**src/rtl/button_deb_multi_pkg.sv**
```systemverilog
`default_nettype none
`timescale 1ns/1ps
// ============================================================================
// Module      : button_deb_multi_pkg
// Description : Shared definitions for the multi-channel button debouncer.
//               The package holds the per-channel FSM state encoding and a
//               constant function that sizes the counters.
// Contents    : deb_state_t - STABLE / CHANGING channel state
//               clog2_w()   - ceil(log2(value)), minimum 1 bit
// Revision    : 1.0 - initial release
// ============================================================================
package button_deb_multi_pkg;

    // Explicit 1-bit encoding for the per-channel debounce state.
    typedef enum logic [0:0] {
        ST_STABLE   = 1'b0,
        ST_CHANGING = 1'b1
    } deb_state_t;

    // Bits needed to hold the values 0..value-1. Callers pass (max + 1) to
    // size a counter whose terminal value is max. Never returns less than 1,
    // so that degenerate parameters still give a legal vector.
    function automatic int clog2_w(input int value);
        int w;
        w = 0;
        while ((1 << w) < value) begin
            w = w + 1;
        end
        if (w < 1) begin
            w = 1;
        end
        return w;
    endfunction

endpackage : button_deb_multi_pkg
`default_nettype wire

```
**src/rtl/button_deb_chan.sv**
```systemverilog
`default_nettype none
`timescale 1ns/1ps
// ============================================================================
// Module      : button_deb_chan
// Description : One debounce channel: 2-flop synchroniser, STABLE/CHANGING
//               FSM with a tick-driven debounce counter, press/release edge
//               pulses and a saturating hold counter with long-press pulse.
// Ports       : clk       - clock, rising edge
//               rst       - asynchronous reset, active low
//               button_i  - raw asynchronous button level
//               tick_i    - one-cycle millisecond tick from shared prescaler
//               valid_o   - debounced level
//               press_o   - one-cycle pulse on debounced 0->1
//               release_o - one-cycle pulse on debounced 1->0
//               long_o    - one-cycle pulse when held LONG_PRESS_MS ticks
// Revision    : 1.0 - initial release
// ============================================================================
module button_deb_chan #(
    parameter int DEBOUNCE_PER_MS = 20,
    parameter int LONG_PRESS_MS   = 1000
) (
    input  logic clk,
    input  logic rst,
    input  logic button_i,
    input  logic tick_i,
    output logic valid_o,
    output logic press_o,
    output logic release_o,
    output logic long_o
);
    import button_deb_multi_pkg::*;

    localparam int DEB_W  = clog2_w(DEBOUNCE_PER_MS + 1);
    localparam int HOLD_W = clog2_w(LONG_PRESS_MS + 1);

    typedef logic [DEB_W-1:0]  deb_cnt_t;
    typedef logic [HOLD_W-1:0] hold_cnt_t;

    localparam deb_cnt_t  C_DEB_LAST = deb_cnt_t'(DEBOUNCE_PER_MS - 1);
    localparam hold_cnt_t C_LONG     = hold_cnt_t'(LONG_PRESS_MS);
    localparam logic      C_LONG_EN  = (LONG_PRESS_MS != 0);

    logic       r_sync1_q;
    logic       r_sync2_q;
    deb_state_t state_q,   state_d;
    deb_cnt_t   deb_q,     deb_d;
    logic       valid_q,   valid_d;
    logic       press_q,   press_d;
    logic       release_q, release_d;
    hold_cnt_t  hold_q,    hold_d;
    logic       long_q,    long_d;

    // Count only as part of an ongoing CHANGING interval; a fresh change
    // always starts from zero.
    deb_cnt_t   w_deb_cur;
    assign w_deb_cur = (state_q == ST_CHANGING) ? deb_q : '0;

    always_ff @(posedge clk or negedge rst) begin
        if (!rst) begin
            r_sync1_q <= 1'b0;
            r_sync2_q <= 1'b0;
            state_q   <= ST_STABLE;
            deb_q     <= '0;
            valid_q   <= 1'b0;
            press_q   <= 1'b0;
            release_q <= 1'b0;
            hold_q    <= '0;
            long_q    <= 1'b0;
        end else begin
            r_sync1_q <= button_i;
            r_sync2_q <= r_sync1_q;
            state_q   <= state_d;
            deb_q     <= deb_d;
            valid_q   <= valid_d;
            press_q   <= press_d;
            release_q <= release_d;
            hold_q    <= hold_d;
            long_q    <= long_d;
        end
    end

    always_comb begin
        state_d   = state_q;
        deb_d     = deb_q;
        valid_d   = valid_q;
        press_d   = 1'b0;
        release_d = 1'b0;
        hold_d    = hold_q;
        long_d    = 1'b0;

        // Debounce: agreement always clears, even on a tick cycle. The
        // level flips on the tick that brings the count to
        // DEBOUNCE_PER_MS, and the edge pulse is registered alongside it
        // so both appear in the same cycle.
        if (r_sync2_q == valid_q) begin
            state_d = ST_STABLE;
            deb_d   = '0;
        end else if (tick_i && (w_deb_cur == C_DEB_LAST)) begin
            valid_d   = ~valid_q;
            press_d   = ~valid_q;
            release_d = valid_q;
            state_d   = ST_STABLE;
            deb_d     = '0;
        end else begin
            state_d = ST_CHANGING;
            deb_d   = tick_i ? (w_deb_cur + 1'b1) : w_deb_cur;
        end

        // Hold counter saturates at C_LONG, so the long-press pulse can
        // fire only once per press; with C_LONG == 0 it never moves.
        if (!valid_q) begin
            hold_d = '0;
        end else if (tick_i && C_LONG_EN && (hold_q != C_LONG)) begin
            hold_d = hold_q + 1'b1;
            long_d = ((hold_q + 1'b1) == C_LONG);
        end
    end

    assign valid_o   = valid_q;
    assign press_o   = press_q;
    assign release_o = release_q;
    assign long_o    = long_q;

endmodule : button_deb_chan
`default_nettype wire

```
**src/rtl/button_deb_multi.sv**
```systemverilog
`default_nettype none
`timescale 1ns/1ps
// ============================================================================
// Module      : button_deb_multi
// Description : NB_BUTTONS independent button debouncers sharing a single
//               millisecond prescaler.
// Ports       : clk           - clock, rising edge
//               rst           - asynchronous reset, active low
//               button_in     - raw button levels, bit i = channel i
//               button_valid  - debounced levels
//               press_pulse   - one-cycle pulse per channel on 0->1
//               release_pulse - one-cycle pulse per channel on 1->0
//               long_press    - one-cycle pulse per channel after
//                               LONG_PRESS_MS of continuous hold
// Revision    : 1.0 - initial release
// ============================================================================
module button_deb_multi #(
    parameter int CLK_FREQ        = 95_000,
    parameter int DEBOUNCE_PER_MS = 20,
    parameter int NB_BUTTONS      = 4,
    parameter int LONG_PRESS_MS   = 1000
) (
    input  logic                  clk,
    input  logic                  rst,
    input  logic [NB_BUTTONS-1:0] button_in,
    output logic [NB_BUTTONS-1:0] button_valid,
    output logic [NB_BUTTONS-1:0] press_pulse,
    output logic [NB_BUTTONS-1:0] release_pulse,
    output logic [NB_BUTTONS-1:0] long_press
);
    import button_deb_multi_pkg::*;

    localparam int PRE_W = clog2_w(CLK_FREQ);
    typedef logic [PRE_W-1:0] pre_cnt_t;
    localparam pre_cnt_t C_PRE_LAST = pre_cnt_t'(CLK_FREQ - 1);

    pre_cnt_t pre_q, pre_d;
    logic     w_tick;

    // Tick is high for the single cycle in which the prescaler wraps.
    assign w_tick = (pre_q == C_PRE_LAST);

    always_comb begin
        pre_d = w_tick ? '0 : (pre_q + 1'b1);
    end

    always_ff @(posedge clk or negedge rst) begin
        if (!rst) begin
            pre_q <= '0;
        end else begin
            pre_q <= pre_d;
        end
    end

    for (genvar gi = 0; gi < NB_BUTTONS; gi++) begin : g_chan
        button_deb_chan #(
            .DEBOUNCE_PER_MS (DEBOUNCE_PER_MS),
            .LONG_PRESS_MS   (LONG_PRESS_MS)
        ) u_chan (
            .clk       (clk),
            .rst       (rst),
            .button_i  (button_in[gi]),
            .tick_i    (w_tick),
            .valid_o   (button_valid[gi]),
            .press_o   (press_pulse[gi]),
            .release_o (release_pulse[gi]),
            .long_o    (long_press[gi])
        );
    end : g_chan

endmodule : button_deb_multi
`default_nettype wire

```
**config.mk**
```make
export PLATFORM = sky130hd
export DESIGN_NAME = button_deb_multi
export DESIGN_NICKNAME = d
export VERILOG_FILES = /design/src/rtl/button_deb_multi_pkg.sv /design/src/rtl/button_deb_chan.sv /design/src/rtl/button_deb_multi.sv
export SDC_FILE = /design/constraint.sdc
export NUM_CORES = 1
export LEC_CHECK = 0
export ABC_AREA = 1
export CORE_ASPECT_RATIO = 0.5
export CORE_MARGIN = 2
export CORE_UTILIZATION = 40
export DETAILED_ROUTE_END_ITERATION = 10
export PLACE_DENSITY = 0.64
export SYNTH_ARGS = -nofsm -noshare
export SYNTH_HDL_FRONTEND = slang
export SYNTH_HIERARCHICAL = 1
export SYNTH_SLANG_ARGS = --single-unit
export TNS_END_PERCENT = 5
```
**constraint.sdc**
```tcl
create_clock -name clk -period 1.9 [get_ports clk]
set_input_delay 0.38 -clock clk [delete_from_list [all_inputs] [get_ports clk]]
set_output_delay 0.38 -clock clk [all_outputs]
set_load 0.02 [all_outputs]
```
==> results.toml <==
[status]
status = "complete, no violations"

[critical_path]
r2r_end = "g_chan[1].u_chan/valid_o"
r2r_slack_ns = 0.14
r2r_start = "pre_q[1]"
crit_top_cell = "nand2_2"
reg2reg_depth = 13
critPathKind = "reg -> reg"
crit_buf_inv = 3
crit_path_cell_trace = "ha_2 -> nand2_2 -> inv_2 -> nand2_2 -> nor2_2 -> nand2_2 -> clkinv_4 -> nand2_4 -> nor2_2 -> nand3b_1 -> buf_4 -> nand2_1 -> o21ai_2"
setup.worst_path.end_class = "flip-flop"
startpoint = "pre_q[1]"
crit_end = "g_chan[1].u_chan/valid_o"
slowest_delay_ns = 0.36
cp_top_family = "simple AND/OR/NAND/NOR gates"
cp.required_ns = 2.13
crit_arrival_ns = 1.99
critPathLaunchType = "flip-flop"
worstPathMaxFanout = 8
cp_num_cells = 13
slowest_stage = "dfrtp_1"

[sta]
skew_ns = 0.00813
hold_violations = 0
rsz0062_at_grt = "yes"
setup_slack_ns = 0.137
setup-violations-final = 0
slew_violations = 0
worstMarginPinSlew_ns = 0.388
period_needed_ns = 1.76
slew_headroom_pct = 73.9
fmax_mhz = 567
min_period_over_period_pct = 92.8
holdWs_ns = 0.348

[final_layout]
final_common_cell = "nand2_1"
mostFrequentLayoutCells = "nand2_1 (185), dfrtp_1 (105), nor2_1 (81)"
area_delta_synth_final_pct = 20.2
drive_gt1_share_pct = 15.4
diodes = 0
final_cells = 965
nNetsFinal = 791

[clocking]
cts_sinks = 105
clk_pin_slew_worst_paths_ns = 0.07
clock_path_buffers = 2
clk_latency_ns = 0.34
htree_levels = 3
cts_made_buffers = 9
cts_root_buf = "clkbuf_16"
cts_tree = "done"

[synth]
synth_nets = 733
syn-cell-area_sq_mm = 0.00558
synth_cells = 710
syn_area_per_cell_sq_um = 7.86
ys_seq_area_share_pct = 47.1
ys_warn_count = 6
ys_ff_latch = 105
yosys.cell_types.count = 26

[detailed_routing]
via_per_inst = 4.76
drc = 0
drtPass1Iterations = 4
num_vias = 4590
avgRoutedWirePerCell_um = 11.5
ant_nets = 0
routed_wl_um = 11100
drtIter0Drc = 224

[power_and_ir_drop]
leakagePower_uw = 0.00308
power_density_mw_per_mm2 = 673
ir_worst_vdd_mv = 0.448

[floorplanning]
initial_core_util_pct = 41.0
die_y_um = 87.5
dieArea_sq_mm = 0.0150
pin_count = 22
die_w_um = 171
rows = 30
core_sq_mm = 0.0136

[placed_design]
buffer_ports.inserted = 21
place_congestion = 0.822
pre_cts_slack_ns = -0.0257
dp_cells = 940
hpwl_um = 7800

[hold_path]
worstHoldPathType = "reg -> reg"
hold_depth = 0

[global_route]
overflow = 0
grt_use_total_pct = 16.0
grt_pass1_wl_um = 19500
antenna_found_initial = 0
grt_max_degree = 31
grt_pass1_vias = 4436

[run]
drv_cap = 0
## kinds of logic after synthesis
logic type | Yosys count | synth area share, %
flops | 105 | 47.1
simple gates | 415 | 34.0
fa+ha+maj | 17 | 3.81
compound gates | 68 | 6.77
xor+xnor | 14 | 2.20
buf+inv | 91 | 6.12
## sequential cells by signal, indices dropped and copies added (netlist names)
register,flops
g_chan.u_chan/r_sync2_q,4
g_chan.u_chan/deb_q,20
g_chan.u_chan/r_sync1_q,4
g_chan.u_chan/hold_q,40
g_chan.u_chan/valid_o,4
pre_q,17
g_chan.u_chan/release_o,4
g_chan.u_chan/press_o,4
g_chan.u_chan/state_q,4
g_chan.u_chan/long_o,4
## synth_stat cells
cell | n | area share (%)
nor2_4 | 5 | 1.0
nand4_1 | 5 | 0.56
o21ai_0 | 11 | 0.99
o22ai_1 | 8 | 0.90
inv_2 | 10 | 0.67
nand2_2 | 12 | 1.3
o21ai_1 | 20 | 1.8
o21bai_1 | 1 | 0.13
nor3_1 | 13 | 1.2
dfrtp_1 | 105 | 47
nor3b_1 | 4 | 0.54
ha_1 | 17 | 3.8
nand2_4 | 4 | 0.81
xnor2_1 | 10 | 1.6
a21oi_1 | 20 | 1.8
clkbuf_1 | 4 | 0.27
nand3b_1 | 4 | 0.54
nand3_1 | 72 | 6.5
nand2_1 | 190 | 13
nand3_2 | 9 | 1.6
xor2_1 | 4 | 0.63
a211oi_1 | 4 | 0.54
o21ai_2 | 4 | 0.63
inv_1 | 77 | 5.2
nor2_1 | 83 | 5.6
nor2_2 | 14 | 1.6
## layer usage
layer | wire length (um) | GRT usage (%) | part of all wire, % | vias to the layer above
li1 | - | - | - | 2394
met1 | 5580 | 21.3 | 50 | 2130
met2 | 5100 | 27.0 | 46 | 53
met3 | 266 | 3.18 | 2.4 | 13
met4 | 148 | 4.55 | 1.3 | 0
met5 | 0 | 0 | 0 | -
## worst reg2reg max path, cell delays in order (launching register included)
cell      delay, ns
dfrtp_1        0.36
ha_2           0.18
nand2_2        0.07
inv_2          0.07
nand2_2        0.06
nor2_2         0.09
nand2_2        0.08
clkinv_4       0.11
nand2_4        0.06
nor2_2         0.10
nand3b_1       0.15
buf_4          0.19
nand2_1        0.07
o21ai_2        0.06
## layout make-up
type,count,area [sq um]
clock inverter,6,114
timing repair inverter,1,7.51
tap,192,240
multi-input combinational,514,2670
timing repair buffer,50,469
clock buffer,10,239
fill,1319,6880
inverter,87,339
sequential,105,2630
## power by group
group / total [uW] / switching, uW / internal [uW]
Combinational: 91.7 / 61.9 / 29.8
Sequential: 2260 / 12.3 / 2250
Clock: 2160 / 833 / 1330
Total: 4510 / 907 / 3610
## what timing repair did
| item | CTS | global route |
|---|---|---|
| setup endpoints to repair | 5 | 71 |
| cloned | 1 | 0 |
| hold buffers | 1 | 0 |
| pin swaps | 1 | 2 |
| setup buffers | 3 | 4 |
| endpoints found under the hold margin | 23 | 0 |
| resized for setup | 3 | 21 |
## worst min path at each step
stage                               start                         end  slack, ns
2_1_floorplan                         rst   g_chan[0].u_chan/deb_q[0]       0.08
3_3_place_gp                          rst  g_chan[1].u_chan/hold_q[3]       0.32
3_5_place_dp                          rst  g_chan[1].u_chan/hold_q[4]       0.33
4_1_cts        g_chan[1].u_chan/r_sync1_q  g_chan[1].u_chan/r_sync2_q       0.35
5_1_grt        g_chan[2].u_chan/r_sync1_q  g_chan[2].u_chan/r_sync2_q       0.36
6_report       g_chan[1].u_chan/r_sync1_q  g_chan[1].u_chan/r_sync2_q       0.35
## through the flow
| step | instance area, sq um | power [uW] | TNS, ns | utilization (%) |
|---|---|---|---|---|
| 4_1_cts | 6610 | 4590 | 0 | 48.7 |
| 2_1_floorplan | 5580 | 2320 | 0 | - |
| 3_5_place_dp | 6210 | 2400 | -0.0293 | 45.7 |
| 5_1_grt | 6710 | 4690 | -0.0720 | 49.4 |
| 6_report | 6710 | 4510 | 0 | 49.4 |
| 3_3_place_gp | 6210 | 2390 | 0 | 45.7 |
Note: power is estimated with default switching activity, not from simulation.
